`config.mk`:
```
export PLATFORM = sky130hd
export DESIGN_NAME = psum_requant
export DESIGN_NICKNAME = d
export VERILOG_FILES = /design/src/rtl/psum_pkg.sv /design/src/rtl/psum_requant_lane.sv /design/src/rtl/psum_requant.sv
export SDC_FILE = /design/constraint.sdc
export NUM_CORES = 2
export LEC_CHECK = 0
export CORE_UTILIZATION = 47
export CTS_CLUSTER_SIZE = 25
export DETAILED_ROUTE_END_ITERATION = 12
export PLACE_DENSITY = 0.66
export SLEW_MARGIN = 20
export SYNTH_ARGS = -nofsm -noshare
export SYNTH_HDL_FRONTEND = slang
export SYNTH_SLANG_ARGS = --single-unit
```
`constraint.sdc`:
```
create_clock -name clk -period 14.25 [get_ports clk]
set_input_delay 1.425 -clock clk [delete_from_list [all_inputs] [get_ports clk]]
set_output_delay 1.425 -clock clk [all_outputs]
set_load 0.1 [all_outputs]
```
`src/rtl/psum_pkg.sv`:
```
// Shared types and helpers for the PE-array requantisation output stage.
// Optional bias feature is enabled with the PSUM_BIAS_EN macro.
package psum_pkg;

  localparam int SHIFT_W = 5;

  typedef enum logic [1:0] {
    ST_IDLE,
    ST_ACCUM,
    ST_QUANT,
    ST_OUTPUT
  } state_e;

  function automatic longint sat_max(int dw);
    return (longint'(1) <<< (dw - 1)) - 1;
  endfunction

  function automatic longint sat_min(int dw);
    return -(longint'(1) <<< (dw - 1));
  endfunction

endpackage

```
`src/rtl/psum_requant_lane.sv`:
```
// Combinational round / arithmetic shift / saturate for one column lane.
// With PSUM_BIAS_EN a per-lane bias is added ahead of rounding.
module psum_requant_lane
  import psum_pkg::*;
#(
  parameter int DATA_WIDTH = 8,
  parameter int ACC_WIDTH  = 32
) (
  input  logic [ACC_WIDTH-1:0]  acc_i,
`ifdef PSUM_BIAS_EN
  input  logic [ACC_WIDTH-1:0]  bias_i,
`endif
  input  logic [SHIFT_W-1:0]    shift_i,
  output logic [DATA_WIDTH-1:0] q_o
);

  localparam int RW = ACC_WIDTH + 1;
  localparam logic signed [RW-1:0] MAXV = RW'(sat_max(DATA_WIDTH));
  localparam logic signed [RW-1:0] MINV = RW'(sat_min(DATA_WIDTH));

  logic signed [RW-1:0] sum;
  logic signed [RW-1:0] rnd;
  logic signed [RW-1:0] r;
  logic signed [RW-1:0] q;

  always_comb begin
    sum = {acc_i[ACC_WIDTH-1], acc_i};
`ifdef PSUM_BIAS_EN
    sum = sum + {bias_i[ACC_WIDTH-1], bias_i};
`endif
    rnd = '0;
    if (shift_i != '0) begin
      rnd = RW'(1) << (shift_i - SHIFT_W'(1));
    end
    r = sum + rnd;
    q = r >>> shift_i;
    if (q > MAXV) begin
      q_o = MAXV[DATA_WIDTH-1:0];
    end else if (q < MINV) begin
      q_o = MINV[DATA_WIDTH-1:0];
    end else begin
      q_o = q[DATA_WIDTH-1:0];
    end
  end

endmodule

```
`src/rtl/psum_requant.sv`:
```
// Accumulates PE-array partial sums over K tiles, then requantises per column.
// Define PSUM_BIAS_EN to add the bias_in port and per-lane bias.
module psum_requant
  import psum_pkg::*;
#(
  parameter int DATA_WIDTH   = 8,
  parameter int PE_OUT_WIDTH = 21,
  parameter int ACC_WIDTH    = 32,
  parameter int NUM_COLS     = 4,
  parameter int TILE_W       = 8
) (
  input  logic                             clk,
  input  logic                             rst,
  input  logic                             start,
  input  logic [TILE_W-1:0]                num_tiles,
  input  logic [SHIFT_W-1:0]               shift,
  input  logic                             acc_valid,
  input  logic [NUM_COLS*PE_OUT_WIDTH-1:0] acc_in,
`ifdef PSUM_BIAS_EN
  input  logic [NUM_COLS*ACC_WIDTH-1:0]    bias_in,
`endif
  output logic                             out_valid,
  input  logic                             out_ready,
  output logic [NUM_COLS*DATA_WIDTH-1:0]   out_data,
  output logic                             busy,
  output logic                             drop
);

  state_e state_q, state_d;
  logic [TILE_W-1:0] cnt_q, cnt_d;
  logic [TILE_W-1:0] tiles_q, tiles_d;
  logic [SHIFT_W-1:0] shift_q, shift_d;
  logic drop_q, drop_d;
  logic [NUM_COLS-1:0][ACC_WIDTH-1:0] acc_q, acc_d;
  logic [NUM_COLS-1:0][ACC_WIDTH-1:0] ext;
  logic [NUM_COLS-1:0][DATA_WIDTH-1:0] out_q, out_d;
  logic [NUM_COLS-1:0][DATA_WIDTH-1:0] lane_q;
`ifdef PSUM_BIAS_EN
  logic [NUM_COLS-1:0][ACC_WIDTH-1:0] bias_q, bias_d;
`endif

  for (genvar g = 0; g < NUM_COLS; g++) begin : g_lane
    localparam int LO = g * PE_OUT_WIDTH;
    localparam int HI = LO + PE_OUT_WIDTH - 1;

    assign ext[g] = {{(ACC_WIDTH-PE_OUT_WIDTH){acc_in[HI]}},
                     acc_in[LO +: PE_OUT_WIDTH]};

    psum_requant_lane #(
      .DATA_WIDTH (DATA_WIDTH),
      .ACC_WIDTH  (ACC_WIDTH)
    ) u_lane (
      .acc_i   (acc_q[g]),
`ifdef PSUM_BIAS_EN
      .bias_i  (bias_q[g]),
`endif
      .shift_i (shift_q),
      .q_o     (lane_q[g])
    );
  end

  always_comb begin
    state_d = state_q;
    cnt_d   = cnt_q;
    tiles_d = tiles_q;
    shift_d = shift_q;
    drop_d  = drop_q;
    acc_d   = acc_q;
    out_d   = out_q;
`ifdef PSUM_BIAS_EN
    bias_d  = bias_q;
`endif
    unique case (state_q)
      ST_IDLE: begin
        if (acc_valid) drop_d = 1'b1;
        if (start) begin
          tiles_d = (num_tiles == '0) ? TILE_W'(1) : num_tiles;
          shift_d = shift;
          drop_d  = acc_valid;
          cnt_d   = '0;
`ifdef PSUM_BIAS_EN
          bias_d  = bias_in;
`endif
          state_d = ST_ACCUM;
        end
      end
      ST_ACCUM: begin
        if (acc_valid) begin
          // first beat loads, so no clear cycle between jobs
          for (int i = 0; i < NUM_COLS; i++) begin
            acc_d[i] = (cnt_q == '0) ? ext[i] : acc_q[i] + ext[i];
          end
          cnt_d = cnt_q + TILE_W'(1);
          if (cnt_q == tiles_q - TILE_W'(1)) state_d = ST_QUANT;
        end
      end
      ST_QUANT: begin
        if (acc_valid) drop_d = 1'b1;
        out_d   = lane_q;
        state_d = ST_OUTPUT;
      end
      ST_OUTPUT: begin
        if (acc_valid) drop_d = 1'b1;
        if (out_ready) state_d = ST_IDLE;
      end
      default: state_d = ST_IDLE;
    endcase
  end

  always_ff @(posedge clk or posedge rst) begin
    if (rst) begin
      state_q <= ST_IDLE;
      cnt_q   <= '0;
      tiles_q <= '0;
      shift_q <= '0;
      drop_q  <= 1'b0;
      acc_q   <= '0;
      out_q   <= '0;
`ifdef PSUM_BIAS_EN
      bias_q  <= '0;
`endif
    end else begin
      state_q <= state_d;
      cnt_q   <= cnt_d;
      tiles_q <= tiles_d;
      shift_q <= shift_d;
      drop_q  <= drop_d;
      acc_q   <= acc_d;
      out_q   <= out_d;
`ifdef PSUM_BIAS_EN
      bias_q  <= bias_d;
`endif
    end
  end

  assign out_valid = (state_q == ST_OUTPUT);
  assign busy      = (state_q != ST_IDLE);
  assign out_data  = out_q;
  assign drop      = drop_q;

endmodule

```
# Yosys cells after proc, flatten, opt, wreduce, memory -nomap -nowiden

Index checks and enable logic that the tools add are counted.

Equality and inequality tests: 8
Shift-type cells: 5
Add/sub/neg operators: 11
Mux-type cells: 25
Reductions and logical operators: 12
Magnitude comparators: 8

Operators with widths:

| kind                                                                              | number |
|---|---|
| 32-bit by 33-bit adder with 33-bit output                                         | 4 |
| 33-bit by 8-bit greater-than comparator with 1-bit output (second input constant) | 4 |
| 33-bit by 8-bit less-than comparator with 1-bit output (second input constant)    | 4 |
| 33-bit by 5-bit >>> shifter with 33-bit output                                    | 4 |
| 32-bit adder                                                                      | 4 |
| 32-bit two-way mux                                                                | 4 |
| 8-bit two-way mux                                                                 | 11 |
| 33-bit two-way mux                                                                | 1 |
| 1-bit by 5-bit << shifter with 33-bit output (first input constant)               | 1 |
| 8-bit zero test                                                                   | 2 |
| 8-bit case mux with 2 select lines                                                | 1 |
| 8-bit by 1-bit adder with 8-bit output (second input constant)                    | 1 |
| 8-bit equality test                                                               | 1 |
| 2-bit two-way mux                                                                 | 4 |
| 2-bit case mux with 4 select lines                                                | 1 |
| 8-bit by 1-bit subtractor with 8-bit output (second input constant)               | 1 |
| 2-bit != test (second input constant)                                             | 3 |
| 2-bit nonzero test                                                                | 3 |
| 5-bit nonzero test                                                                | 1 |
| 5-bit by 1-bit subtractor with 5-bit output (second input constant)               | 1 |
| 2-bit equality test (second input constant)                                       | 2 |
| 2-bit AND reduction                                                               | 2 |
| 4-bit AND reduction                                                               | 1 |
| 3-bit AND reduction                                                               | 1 |
| 6 further kinds                                                                   | 7 |

Bits of input ports: 102
Output and inout port bits: 35
Logic and storage cells: 82
Flip-flop bits (word level): 184

# Logic depth before layout (Yosys ltp)

Depth after elaboration: 8
Mapped depth: 31
Depth with buffers taken out: 22

# Cells and area by module

Synthesis repeated with hierarchy kept, for this count alone.

Cells, all modules: 4834
Area total of the unflattened synthesis: 34578.2 sq um

Modules (own cells, without submodules):

| module                                   | instances | area each (sq um) | cells each | seq. area each (sq um) |
|---|---|---|---|---|
| psum_requant                             | 1         | 14631.5           | 1734       | 4604.4 |
| psum_requant_lane (g_lane[0].u_lane ...) | 2         | 4803.4            | 747        | 0.0 |
| psum_requant_lane (g_lane[2].u_lane)     | 1         | 5295.1            | 827        | 0.0 |
| psum_requant_lane (g_lane[3].u_lane)     | 1         | 5044.8            | 779        | 0.0 |

# Worst setup path before layout

Ideal clock, no wire load.

Path kind: register to register
Start: reg shift_q[4]
End: reg out_q (netlist bit out_data[10])
Data required time: 14.108 ns
Clock period less this slack: 7.149 ns
Path buffers: 10
Setup time: 0.142 ns
Slack: 7.101 ns
Arrival time: 7.007 ns
Cell stages (with the launch flop): 29
Cell sequence: dfrtp_1 -> buf_6 -> buf_6 -> clkbuf_1 -> buf_1 -> clkbuf_1 -> buf_1 -> clkbuf_1 -> buf_1 -> clkbuf_1 -> nand2_1 -> nor2_1 -> ha_1 -> clkbuf_1 -> a21oi_1 -> o21bai_1 -> a21o_1 -> a21o_1 -> a21oi_1 -> nor2b_1 -> or2_2 -> a211o_1 -> mux4_2 -> mux2i_1 -> or4b_1 -> nor4b_2 -> a32oi_1 -> o41ai_4 -> a21oi_1

Cells in the longest elaborated chain, start to end: 8
Elaborated cells between the ends (all ways): 10
Those cells by class: 2 x add/sub; 2 x order compare; 2 x shift; 3 x mux; 1 x reduce/logical

RTL lines:

| item                                                   | RTL line                | RTL |
|---|---|---|
| start, declared                                        | psum_requant.sv:32      | `logic [SHIFT_W-1:0] shift_q, shift_d;` |
| start signal, assigned                                 | psum_requant.sv:126     | `shift_q <= shift_d;` |
| 5-bit by 1-bit subtractor with 5-bit output            | psum_requant_lane.sv:33 | `rnd = RW'(1) << (shift_i - SHIFT_W'(1));` |
| 1-bit by 5-bit << shifter with 33-bit output           | psum_requant_lane.sv:33 |  |
| 33-bit two-way mux                                     | psum_requant_lane.sv:32 | `if (shift_i != '0) begin` |
| 32-bit by 33-bit adder with 33-bit output              | psum_requant_lane.sv:35 | `r = sum + rnd;` |
| 33-bit by 5-bit >>> shifter with 33-bit output *       | psum_requant_lane.sv:36 | `q = r >>> shift_i;` |
| 33-bit by 8-bit less-than comparator with 1-bit output | psum_requant_lane.sv:39 | `end else if (q < MINV) begin` |
| 8-bit two-way mux                                      | psum_requant_lane.sv:39 |  |
| 8-bit two-way mux *                                    | psum_requant_lane.sv:37 | `if (q > MAXV) begin` |
| end signal, assigned                                   | psum_requant.sv:129     | `out_q <= out_d;` |
| end, declared                                          | psum_requant.sv:36      | `logic [NUM_COLS-1:0][DATA_WIDTH-1:0] out_q, out_d;` |

Every way passes the cells marked *; elsewhere a longest branch is shown, timed or not.
A chain may end at the register's enable or synchronous reset.

# Worst setup path in the final report

Start: reg shift_q[2]
End: reg out_q (netlist bit out_data[11])

Same word-level chain as after synthesis.

==> summary.txt <==
Clocking
  – Cts-stage hold buffer count: 0
  – CTS Buf Count: 17
  – TritonCTS clock tree: yes
  – CTS Sinks: 184
  – CTS max path bufs: 2
  – Resize count post-CTS: 0
  – CTS clk-pin slew, worst paths: 0.08 ns
  – Worst-Skew Late Latency: 0.54 ns
  – Setup bufs post-CTS: 0
  – H-tree level count: 4
  – Clk root buf: clkbuf_16

Placement
  – RD Place Congestion: 1.04
  – Number of port buffers: 136
  – Final HPWL from detailed placement: 107000 um

STA
  – Max_slew headroom: 23.7%
  – Final hold violations: 0
  – Worst-Margin Slew: 1.14 ns
  – Clock Skew: 0.0271 ns
  – Pins over their slew limit: 0
  – Setup repair after global routing missed its margin: false
  – Fin crit period: 8.14 ns
  – Setup TNS: 0 ns
  – Endpoints failing setup: 0
  – Fmax achieved: 123 MHz
  – Final period utilization: 57.1%

Global routing
  – Vias in the first global route: 33500
  – Largest net degree at the start of global routing: 100
  – Total global-route track usage: 39.3%
  – Met2 Track Usage GR: 60.1%
  – Grt total ovfl: 0
  – Initial antenna violation count: 2
  – Layer with the highest usage: met2
  – Met3 Use GR: 8.04%
  – Met1 GRT Util: 50.6%
  – Global-route wire length before repair: 211000 um

Run
  – Max-Cap Viols: 0

Hold path
  – Hold Crit Class: reg -> reg
  – Worst Hold Launch: out_data[21]$_DFFE_PP0P_

Critical path
  – Largest stage delay on the critical path: 0.80 ns
  – CP Data Required Time: 14.63 ns
  – Crit path launch: shift_q[2]$_DFFE_PP0P_
  – CP max-delay cell: a211oi_2
  – WP data arrival: 8.52 ns
  – CP cell instances: buf_4 -> nand3b_2 -> nor2_1 -> ha_1 -> and2_1 -> a311o_1 -> o21ai_1 -> a21oi_1 -> and3_1 -> a211oi_4 -> a211oi_2 -> or2_2 -> a211oi_2 -> o32ai_1 -> nor4_1 -> a22oi_1 -> a2111oi_0 -> nand2_1 -> o41ai_4 -> a21oi_1
  – Critical path class: reg -> reg
  – Worst Path Max Fanout: 50
  – FF-to-FF setup slack: 6.11 ns
  – Startpoint types: flop
  – CP endpoint kind: flop
  – Top cell family by delay on the critical path: compound AO/OA/AOI/OAI gates
  – Buf+Inv Stages, Crit Path: 1
  – Reg2reg start: shift_q[2]$_DFFE_PP0P_

Synthesis
  – Yosys warnings: 0
  – Synth top area share: 14.2%
  – Post-Synthesis Cells: 4447
  – Count leader, synth: nor2_1
  – Top cell type by total area after synthesis: dfrtp_1
  – Synth Cell Area: 32400 sq um
  – EDFF count, synth: 0
  – Syn Area/Cell: 7.28 sq um
  – Largest cells by area after synthesis: dfrtp_1 (14%), ha_1 (8.4%), a21oi_1 (6.0%), nor2_1 (5.3%), nand2_1 (5.1%)
  – Predominant post-synthesis flop cell: dfrtp_1
  – Post-synthesis register bit count: 184
  – List of most frequent post-synthesis cells: nor2_1 (459), nand2_1 (437), a21oi_1 (390), o21ai_0 (293), clkbuf_1 (228)
  – Library cells used by synthesis: 122
  – Async SR Flop Fraction: 100%
  – Sequential-to-total area share from yosys stat: 14.2%

Die
  – IO Pins: 137
  – Core area: 67600 sq um
  – Die area: 70000 sq um
  – Initial Utilization: 47.9%
  – Die height: 265 um
  – Placement Rows: 95
  – Die X: 265 um

Routing
  – Residual DRC: 0
  – Starting DRC count in detailed routing: 4292
  – Via-to-Cell Ratio: 6.90
  – Wire length per cell: 26.8 um
  – Vias: 36100
  – Post-route ant nets: 0
  – Final WL: 141000 um
  – First-pass detailed-route iteration total: 9

Finish
  – FILL cells: 6793
  – Seq. cell area: 4620 sq um
  – P&R area growth vs syn: 7.25%
  – Area of the multi-input gates: 26200 sq um
  – Final Util: 51.4%
  – Post-layout nets: 4675
  – Fraction of layout cells with a size suffix above 1: 7.42%

Status
  – Outcome: completed
==> flip-flops by register name, summed over array words and instances (netlist names) <==
name,flops
tiles_q,8
out_data,32
cnt_q,8
state_q,2
shift_q,5
acc_q,128
drop,1
==> per-stage QoR <==
stage,hold slack (ns),cells,instance area [sq um],setup slack [ns]
floorplan,0.471,4450,32400,7.10
global placement,0.484,5206,34100,6.43
detailed placement,0.486,5206,34100,6.34
CTS,0.503,5238,34700,6.31
global route,0.524,5238,34700,5.77
finish,0.502,5240,34700,6.11
==> final timing paths <==
kind,end,depth (start not counted)
worst max register to register,out_data[11]$_DFFE_PP0P_,20
min in group asynchronous,drop$_DFFE_PP0P_,2
max in group asynchronous,acc_q[6]$_DFFE_PP0P_,3
worst min register to register,out_data[21]$_DFFE_PP0P_,1
worst min-delay path,out_data[21]$_DFFE_PP0P_,1
worst max-delay path,out_data[11]$_DFFE_PP0P_,20
==> layout make-up <==
cell class              instances  area share [%]
inverters                     119            1.32
diodes                          2          0.0144
repair buffers                196            5.22
clock inverters                15           0.461
well taps                     873            3.14
clock buffers                  17            1.22
multi-input cells            3834            75.3
flip-flops and latches        184            13.3
==> worst reg2reg max path, delay by kind of cell, from the launching register on <==
family,cells,cell delay (ns)
AO/OA/AOI/OAI,11,3.55
flip-flops,1,0.79
AND/OR/NAND/NOR,7,2.77
adder cells (fa/ha/maj),1,0.40
buffers and inverters,1,0.48
==> per-layer routing <==
metal,wire [um],share of wire [%]
met2,60200,43
met3,13100,9.3
met4,10000,7.1
met1,57300,41
met5,11,0.0078
==> logic make-up after synthesis <==
family	Yosys count	share of synthesized area [%]
AND/OR/NAND/NOR	1573	23.3
AO/OA/AOI/OAI	1552	32.8
buffers and inverters	432	5.29
XOR/XNOR	270	7.37
adder cells (fa/ha/maj)	251	9.56
multiplexers	184	7.52
flip-flops	184	14.2
other	1	0.0116
==> cells in the final DEF, fill, tap and decap left out, drive strengths merged, types with 125 or more instances in the layout <==
| cell type | count |
|---|---|
| nor3 | 148 |
| a21oi | 390 |
| o21ai | 307 |
| nand3 | 131 |
| dfrtp | 184 |
| nand2 | 437 |
| inv | 125 |
| xnor2 | 185 |
| nor2 | 466 |
| ha | 217 |
| clkdlybuf4s50 | 136 |
Power is not shown: default switching activity piles up to over one toggle a cycle in this logic, so the estimate is an artifact.
